[config.mk]
export PLATFORM = sky130hd
export DESIGN_NAME = uart_echo_tester
export DESIGN_NICKNAME = d
export VERILOG_FILES = /design/src/rtl/uart_echo_pkg.sv /design/src/rtl/uart_payload_gen.sv /design/src/rtl/uart_echo_tester.sv
export SDC_FILE = /design/constraint.sdc
export NUM_CORES = 1
export LEC_CHECK = 0
export CORE_MARGIN = 2
export CORE_UTILIZATION = 41
export CTS_CLUSTER_SIZE = 25
export DETAILED_ROUTE_END_ITERATION = 12
export GPL_TIMING_DRIVEN = 0
export PLACE_DENSITY = 0.72
export SETUP_SLACK_MARGIN = 0.2
export SLEW_MARGIN = 20
export SYNTH_ARGS = -nofsm -noshare
export SYNTH_HDL_FRONTEND = slang
export SYNTH_HIERARCHICAL = 1
export SYNTH_SLANG_ARGS = --single-unit
[constraint.sdc]
create_clock -name i_clk -period 3.1 [get_ports i_clk]
set_input_delay 0.465 -clock i_clk [delete_from_list [all_inputs] [get_ports i_clk]]
set_output_delay 0.465 -clock i_clk [all_outputs]
set_load 0.02 [all_outputs]
[src/rtl/uart_echo_pkg.sv]
// Shared constants, state encoding and LFSR step for the UART echo tester.
package uart_echo_pkg;

    localparam logic [7:0] HEADER_BYTE_DEF = 8'hAA;
    localparam logic [7:0] LFSR_TAPS       = 8'hB8;

    typedef enum logic [2:0] {
        IDLE,
        SEND_HDR,
        WAIT_HDR_TX,
        SEND_DATA,
        WAIT_DATA_TX,
        WAIT_ECHO,
        NEXT,
        REPORT
    } tester_state_t;

    // Left-shifting Fibonacci LFSR, x^8+x^6+x^5+x^4+1.
    function automatic logic [7:0] lfsr_step(input logic [7:0] value);
        return {value[6:0], ^(value & LFSR_TAPS)};
    endfunction

endpackage

[src/rtl/uart_payload_gen.sv]
// Payload byte generator: incrementing counter by default,
// 8-bit LFSR when UART_ECHO_TESTER_LFSR_EN is defined.
module uart_payload_gen
    import uart_echo_pkg::*;
(
    input  logic       i_clk,
    input  logic       i_rst,
    input  logic       i_load,
    input  logic [7:0] i_seed,
    input  logic       i_advance,
    output logic [7:0] o_byte
);

    logic [7:0] next_byte_c;

`ifdef UART_ECHO_TESTER_LFSR_EN
    assign next_byte_c = lfsr_step(o_byte);
`else
    assign next_byte_c = o_byte + 8'd1;
`endif

    always_ff @(posedge i_clk) begin
        if (i_rst) begin
            o_byte <= 8'h00;
        end else if (i_load) begin
            o_byte <= i_seed;
        end else if (i_advance) begin
            o_byte <= next_byte_c;
        end
    end

endmodule

[src/rtl/uart_echo_tester.sv]
// Stop-and-wait UART echo initiator: header, then payload bytes each checked
// against its echo. UART_ECHO_TESTER_LFSR_EN selects the LFSR payload.
module uart_echo_tester
    import uart_echo_pkg::*;
#(
    parameter int unsigned PAYLOAD_LEN    = 8,
    parameter int unsigned TIMEOUT_CYCLES = 50_000,
    parameter logic [7:0]  HEADER_BYTE    = HEADER_BYTE_DEF,
    parameter logic [7:0]  SEED           = 8'h41
) (
    input  logic       i_clk,
    input  logic       i_rst,
    input  logic       i_start,
    output logic       o_tx_dv,
    output logic [7:0] o_tx_byte,
    input  logic       i_tx_active,
    input  logic       i_tx_done,
    input  logic       i_rx_dv,
    input  logic [7:0] i_rx_byte,
    output logic       o_busy,
    output logic       o_done,
    output logic       o_pass,
    output logic [7:0] o_err_count,
    output logic       o_timeout
);

    localparam int unsigned TIMER_W = $clog2(TIMEOUT_CYCLES + 1);

    tester_state_t      state;
    logic [7:0]         idx;
    logic [TIMER_W-1:0] timer;
    logic               hold_valid;
    logic [7:0]         hold_byte;
    logic [7:0]         expected;

    logic               gen_load_c;
    logic               gen_advance_c;
    logic               echo_valid_c;
    logic [7:0]         echo_byte_c;
    logic [7:0]         err_inc_c;

    assign gen_load_c    = (state == IDLE) && i_start;
    assign gen_advance_c = (state == NEXT);
    // An echo latched before i_tx_done takes precedence over the live strobe.
    assign echo_valid_c  = hold_valid || i_rx_dv;
    assign echo_byte_c   = hold_valid ? hold_byte : i_rx_byte;
    assign err_inc_c     = (o_err_count == 8'hFF) ? o_err_count : o_err_count + 8'd1;

    uart_payload_gen u_gen (
        .i_clk     (i_clk),
        .i_rst     (i_rst),
        .i_load    (gen_load_c),
        .i_seed    (SEED),
        .i_advance (gen_advance_c),
        .o_byte    (expected)
    );

    always_ff @(posedge i_clk) begin
        if (i_rst) begin
            state       <= IDLE;
            o_tx_dv     <= 1'b0;
            o_tx_byte   <= 8'h00;
            o_busy      <= 1'b0;
            o_done      <= 1'b0;
            o_pass      <= 1'b0;
            o_err_count <= 8'h00;
            o_timeout   <= 1'b0;
            idx         <= 8'h00;
            timer       <= '0;
            hold_valid  <= 1'b0;
            hold_byte   <= 8'h00;
        end else begin
            o_tx_dv <= 1'b0;
            o_done  <= 1'b0;
            case (state)
                IDLE: begin
                    if (i_start) begin
                        o_err_count <= 8'h00;
                        o_timeout   <= 1'b0;
                        o_pass      <= 1'b0;
                        o_busy      <= 1'b1;
                        idx         <= 8'h00;
                        hold_valid  <= 1'b0;
                        state       <= SEND_HDR;
                    end
                end
                SEND_HDR: begin
                    if (!i_tx_active) begin
                        o_tx_dv   <= 1'b1;
                        o_tx_byte <= HEADER_BYTE;
                        state     <= WAIT_HDR_TX;
                    end
                end
                WAIT_HDR_TX: begin
                    if (i_tx_done) begin
                        state <= SEND_DATA;
                    end
                end
                SEND_DATA: begin
                    if (!i_tx_active) begin
                        o_tx_dv   <= 1'b1;
                        o_tx_byte <= expected;
                        state     <= WAIT_DATA_TX;
                    end
                end
                WAIT_DATA_TX: begin
                    // The receiver can finish before our stop bit does.
                    if (i_rx_dv && !hold_valid) begin
                        hold_valid <= 1'b1;
                        hold_byte  <= i_rx_byte;
                    end
                    if (i_tx_done) begin
                        timer <= '0;
                        state <= WAIT_ECHO;
                    end
                end
                WAIT_ECHO: begin
                    if (echo_valid_c) begin
                        hold_valid <= 1'b0;
                        if (echo_byte_c != expected) begin
                            o_err_count <= err_inc_c;
                        end
                        state <= NEXT;
                    end else if (timer == TIMER_W'(TIMEOUT_CYCLES - 1)) begin
                        o_err_count <= err_inc_c;
                        o_timeout   <= 1'b1;
                        state       <= NEXT;
                    end else begin
                        timer <= timer + TIMER_W'(1);
                    end
                end
                NEXT: begin
                    idx   <= idx + 8'd1;
                    state <= (idx == 8'(PAYLOAD_LEN - 1)) ? REPORT : SEND_DATA;
                end
                REPORT: begin
                    o_done <= 1'b1;
                    o_pass <= (o_err_count == 8'h00);
                    o_busy <= 1'b0;
                    state  <= IDLE;
                end
                default: state <= IDLE;
            endcase
        end
    end

endmodule
* Word-level counts from Yosys, hierarchy flattened
Index checks and enable logic that the tools add are counted.
Storage, ports and cells: output and inout port bits 21, input bits 14, word-level logic and storage cells 105, register bits 65
Cells by class: $add $sub $neg 4, equal/unequal tests 23, mux-type cells 38, reduce and logical (&&, ||, !) cells 25, bitwise operators 1
Operators with widths (number):
- $mux W8 | 8
- $mux W16 | 3
- $pmux W8 S2 | 3
- $pmux W16 S2 | 1
- $add A8 B1 Y8 const B | 3
- $mux W3 | 8
- $pmux W3 S8 | 1
- $ne A2 B2 Y1 const B | 10
- $add A16 B1 Y16 const B | 1
- $eq A16 B16 Y1 const B | 1
- $reduce_and A4 Y1 | 4
- $mux W7 | 2
- $eq A3 B3 Y1 const B | 4
- $reduce_bool A2 Y1 | 6
- $eq A8 B3 Y1 const B | 1
- $eq A8 B8 Y1 const B | 1
- $logic_not A8 Y1 | 1
- $mux W1 | 8
- $ne A8 B8 Y1 | 1
- $eq A3 B2 Y1 const B | 2
- $ne A3 B3 Y1 const B | 2
- $pmux W1 S2 | 3
- $reduce_and A2 Y1 | 3
- $reduce_and A6 Y1 | 1
- other kinds (10) | 13

* Longest topological paths before layout
depth after elaboration 5, mapped depth 9, gate-level depth less buffers 7

* Modules after synthesis
The synthesis kept the hierarchy.
By module, submodules not included:
- uart_echo_tester | seq. area each 1141.1 sq um, area each 2867.8 sq um, cells each 348, times used 1
- uart_payload_gen | seq. area each 160.2 sq um, area each 464.2 sq um, cells each 53, times used 1

* Worst setup path after synthesis
Ideal clock, no wire load.
kind register to register, start point register state[0], end point register u_gen.o_byte[7], buffers on the path 2, setup slack 0.985 ns, library setup time 0.079 ns, period minus slack after synthesis 2.115 ns, arrival time 2.036 ns, data required time 3.021 ns, cell stages (with the launch flop) 9, cells stage by stage dfxtp_1 > nand2b_1 > or2_2 > clkbuf_1 > inv_2 > buf_6 > or3b_1 > or4_1 > o211ai_1
On the way: elaborated cells between the ends (all ways) 4, those cells by class 1 x eq/ne; 3 x reduce/logical
RTL lines:
- start, declared | line uart_echo_tester.sv:29 | tester_state_t state;
- start signal, assigned | line uart_echo_tester.sv:134 | state <= (idx == 8'(PAYLOAD_LEN - 1)) ? REPORT : SEND_DATA;
- $eq A3 B3 Y1 | line uart_echo_tester.sv:43 | assign gen_advance_c = (state == NEXT);
- named net gen_advance_c | line uart_echo_tester.sv:37 | logic gen_advance_c;
- end signal, assigned | line uart_payload_gen.sv:26 | o_byte <= i_seed;
- end signal, assigned | line uart_payload_gen.sv:28 | o_byte <= next_byte_c;
- end, declared | line uart_payload_gen.sv:11 | output logic [7:0] o_byte
The timed path passes the listed nets, and every way through them passes these cells. A chain may end at the register's enable or synchronous reset.

* Worst setup path in the final report
start point input i_start, end point register u_gen.o_byte[7]
On the way: word-level cells in the longest chain between the ends 2
RTL lines:
- start, declared | line uart_echo_tester.sv:13 | input logic i_start,
- $logic_and A1 B1 Y1 | line uart_echo_tester.sv:42 | assign gen_load_c = (state == IDLE) && i_start;
- named net gen_load_c | line uart_echo_tester.sv:36 | logic gen_load_c;
- $reduce_or A2 Y1 (no source line)
The timed path passes the listed nets, and every way through them passes these cells.

==> run metrics <==
pwr dens 474.6 nW/um^2; FMAX 393.8 MHz; # H-tree levels 3; Final Util 51.04%; asr flop ratio synth 0%; drt drc 0; skew final 9.932 ps; Max-cap violations 0; EDFF count, synth 0; Via Count 3002; GRT Residual Overflow 0; hold path start o_tx_byte[3]; Final Cell Area 3985 sq um; Routed WL per cell 13.18 um; largest net degree at the start of global routing 12; CTS sink cnt 65; share of layout cells above drive strength 1 7.440%; CTS clock-pin slew for the worst setup and hold paths 70 ps; Final setup viols 0; Critical Path RT 3360 ps; area delta synth->final 19.60%; Least-Margin Pin Slew 641.2 ps; most common cell in the netlist dfxtp_1; Mapped Cells 401; crit path DAT 2800 ps; final period utilization 81.91%; run status complete, no violations; worst r2r path cells 8; Min-Delay Path Class reg2reg; dpl hpwl 5477 um; crit start category input pin; initial antenna violation count 0; synth unique cells 51; filler instances 769; Slew Limit Fails 0; Final Hold Vio Count 0; io pins 35; fin nets 471; crit end category register; Mapped Avg Cell Area 8.309 sq um; worst hold margin 453.5 ps; predominant post-synthesis flop cell dfxtp_1; Ys Warns 6; RSZ-0062 raised after global routing false; FF-to-FF Start state[0]; Pre-antenna DRT Iters 5; relative slew slack 57.25%; final wirelength 7366 um; diode count 0; synth cell count leaders dfxtp_1 (65), nor2_1 (57), a21oi_1 (31); Num CTS Buffers 9; Die Span X 94.15 um; Clock Latency Late Sink 330 ps; Die Ht 94.15 um; top cell type's share of synthesized area 39.05%; largest cells by area after synthesis dfxtp_1 (39%), nor2_1 (6.4%), mux2i_1 (5.7%), xnor2_1 (5.3%), a21oi_1 (4.7%); postcts setup bufs 0; CTS Hold Bufs 0; largest area contributor in the netlist dfxtp_1; Setup WS pre-CTS 265.4 ps; first-pass GRT wire length 12210 um; Global Route Usage Sum 17.45%; Synth Cell Area 3332 sq um; peak supply drop 215.8 uV; # port buffers 34; Reg2Reg Setup Slack 730 ps; Initial Util 42.68%; GP Congestion 0.8234; Die Area 8864 sq um; crit path kind in2reg; Placed Area 3822 sq um; worst-path fanout max 8; Post-CTS Resized 0; FP Rows 32; Final min period 2539 ps; clock root cell clkbuf_8; vias in the first global route 2663; CTS tree built; RR Endpoint u_gen/o_byte[7]; CTS Buffer Depth 2; initial drt markers 220; total negative setup slack 0 ps; Pleak 0.001331 uW; hold endpoint o_tx_byte[3]; Core Box Area 7807 sq um; #FFs+latches synth 65; register area share after synthesis 39.05%; Detail Route Antenna Nets 0; hold depth 2; drt via density 5.370; Setup WS post-layout 560.9 ps
[cells by family after synthesis]
logic type | Yosys count | share of synthesized area [%]
simple gates | 180 | 28.61
flops | 65 | 39.05
compound gates | 64 | 11.68
buf+inv | 37 | 5.144
xor+xnor | 28 | 7.360
mux | 20 | 6.046
fa+ha+maj | 5 | 1.878
other cells | 2 | 0.2254
[per-layer routing]
metal / track usage [%] / wire length (um)
met4: 7.126 / 60
met2: 27.26 / 3396
met5: 0 / 0
met3: 3.130 / 277
met1: 23.73 / 3631
[registers in the layout, indices dropped and copies added, names as in the netlist]
| register | count |
|---|---|
| hold_byte | 8 |
| hold_valid | 1 |
| idx | 8 |
| o_busy | 1 |
| o_done | 1 |
| o_err_count | 8 |
| o_pass | 1 |
| o_timeout | 1 |
| o_tx_byte | 8 |
| o_tx_dv | 1 |
| state | 3 |
| timer | 16 |
| u_gen/o_byte | 8 |
[stage by stage]
step / total power, uW / cells
finish: 1891 / 559
global route: 1987 / 559
CTS: 1909 / 559
detailed placement: 1308 / 543
global placement: 1299 / 543
floorplan: 1186 / 407
[how the worst max path moves through the flow]
stage	startpoint	end	slack, ps	cells past startpoint
floorplan	state[0]	u_gen/o_byte[7]	990	8
global placement	i_start	u_gen/o_byte[7]	280	8
detailed placement	i_start	u_gen/o_byte[7]	270	8
CTS	i_start	u_gen/o_byte[7]	590	8
global route	i_start	u_gen/o_byte[3]	430	8
finish	i_start	u_gen/o_byte[7]	560	8
[worst max-delay path: stages]
cell and delay (ps):
clkdlybuf4s50_1 490, nor3b_1 200, nand2b_1 70, clkbuf_1 320, inv_1 230, or3b_1 430
or4_1 480, o211ai_1 110
[final cells by class]
class	count	area [sq um]	area share (%)
buffer	23	118.9	2.983
clock buffer	10	127.6	3.203
clock inverter	6	35.03	0.8791
inverter	14	52.55	1.319
multi-input combinational	305	1882	47.22
sequential	65	1301	32.65
tap	102	127.6	3.203
timing repair buffer	34	340.3	8.540
[layout by cell type, fill, tap and decap left out, types with 3 or more instances in the layout]
| cell | count |
|---|---|
| nand3_1 | 22 |
| inv_1 | 13 |
| nand2b_1 | 3 |
| or2_2 | 3 |
| a211oi_1 | 4 |
| and3_1 | 5 |
| clkdlybuf4s50_1 | 34 |
| nor4b_1 | 4 |
| clkbuf_8 | 9 |
| nor3_1 | 4 |
| nor3b_1 | 8 |
| nand3b_1 | 3 |
| clkinv_2 | 4 |
| or3_1 | 7 |
| xnor2_1 | 20 |
| dfxtp_1 | 65 |
| a21oi_1 | 31 |
| o21ai_0 | 12 |
| ha_1 | 5 |
| conb_1 | 8 |
| nor4_1 | 13 |
| o211ai_1 | 4 |
| xor2_1 | 8 |
| nor2_1 | 57 |
| buf_6 | 3 |
| nand4_1 | 9 |
| mux2i_1 | 19 |
| nand2_1 | 26 |
| clkbuf_1 | 15 |
| a311oi_1 | 3 |
[power by group]
group,switching (uW),internal [uW]
logic,212,153
registers,52.0,875
clock network,316,284
Power figures use the tool's default switching activity.
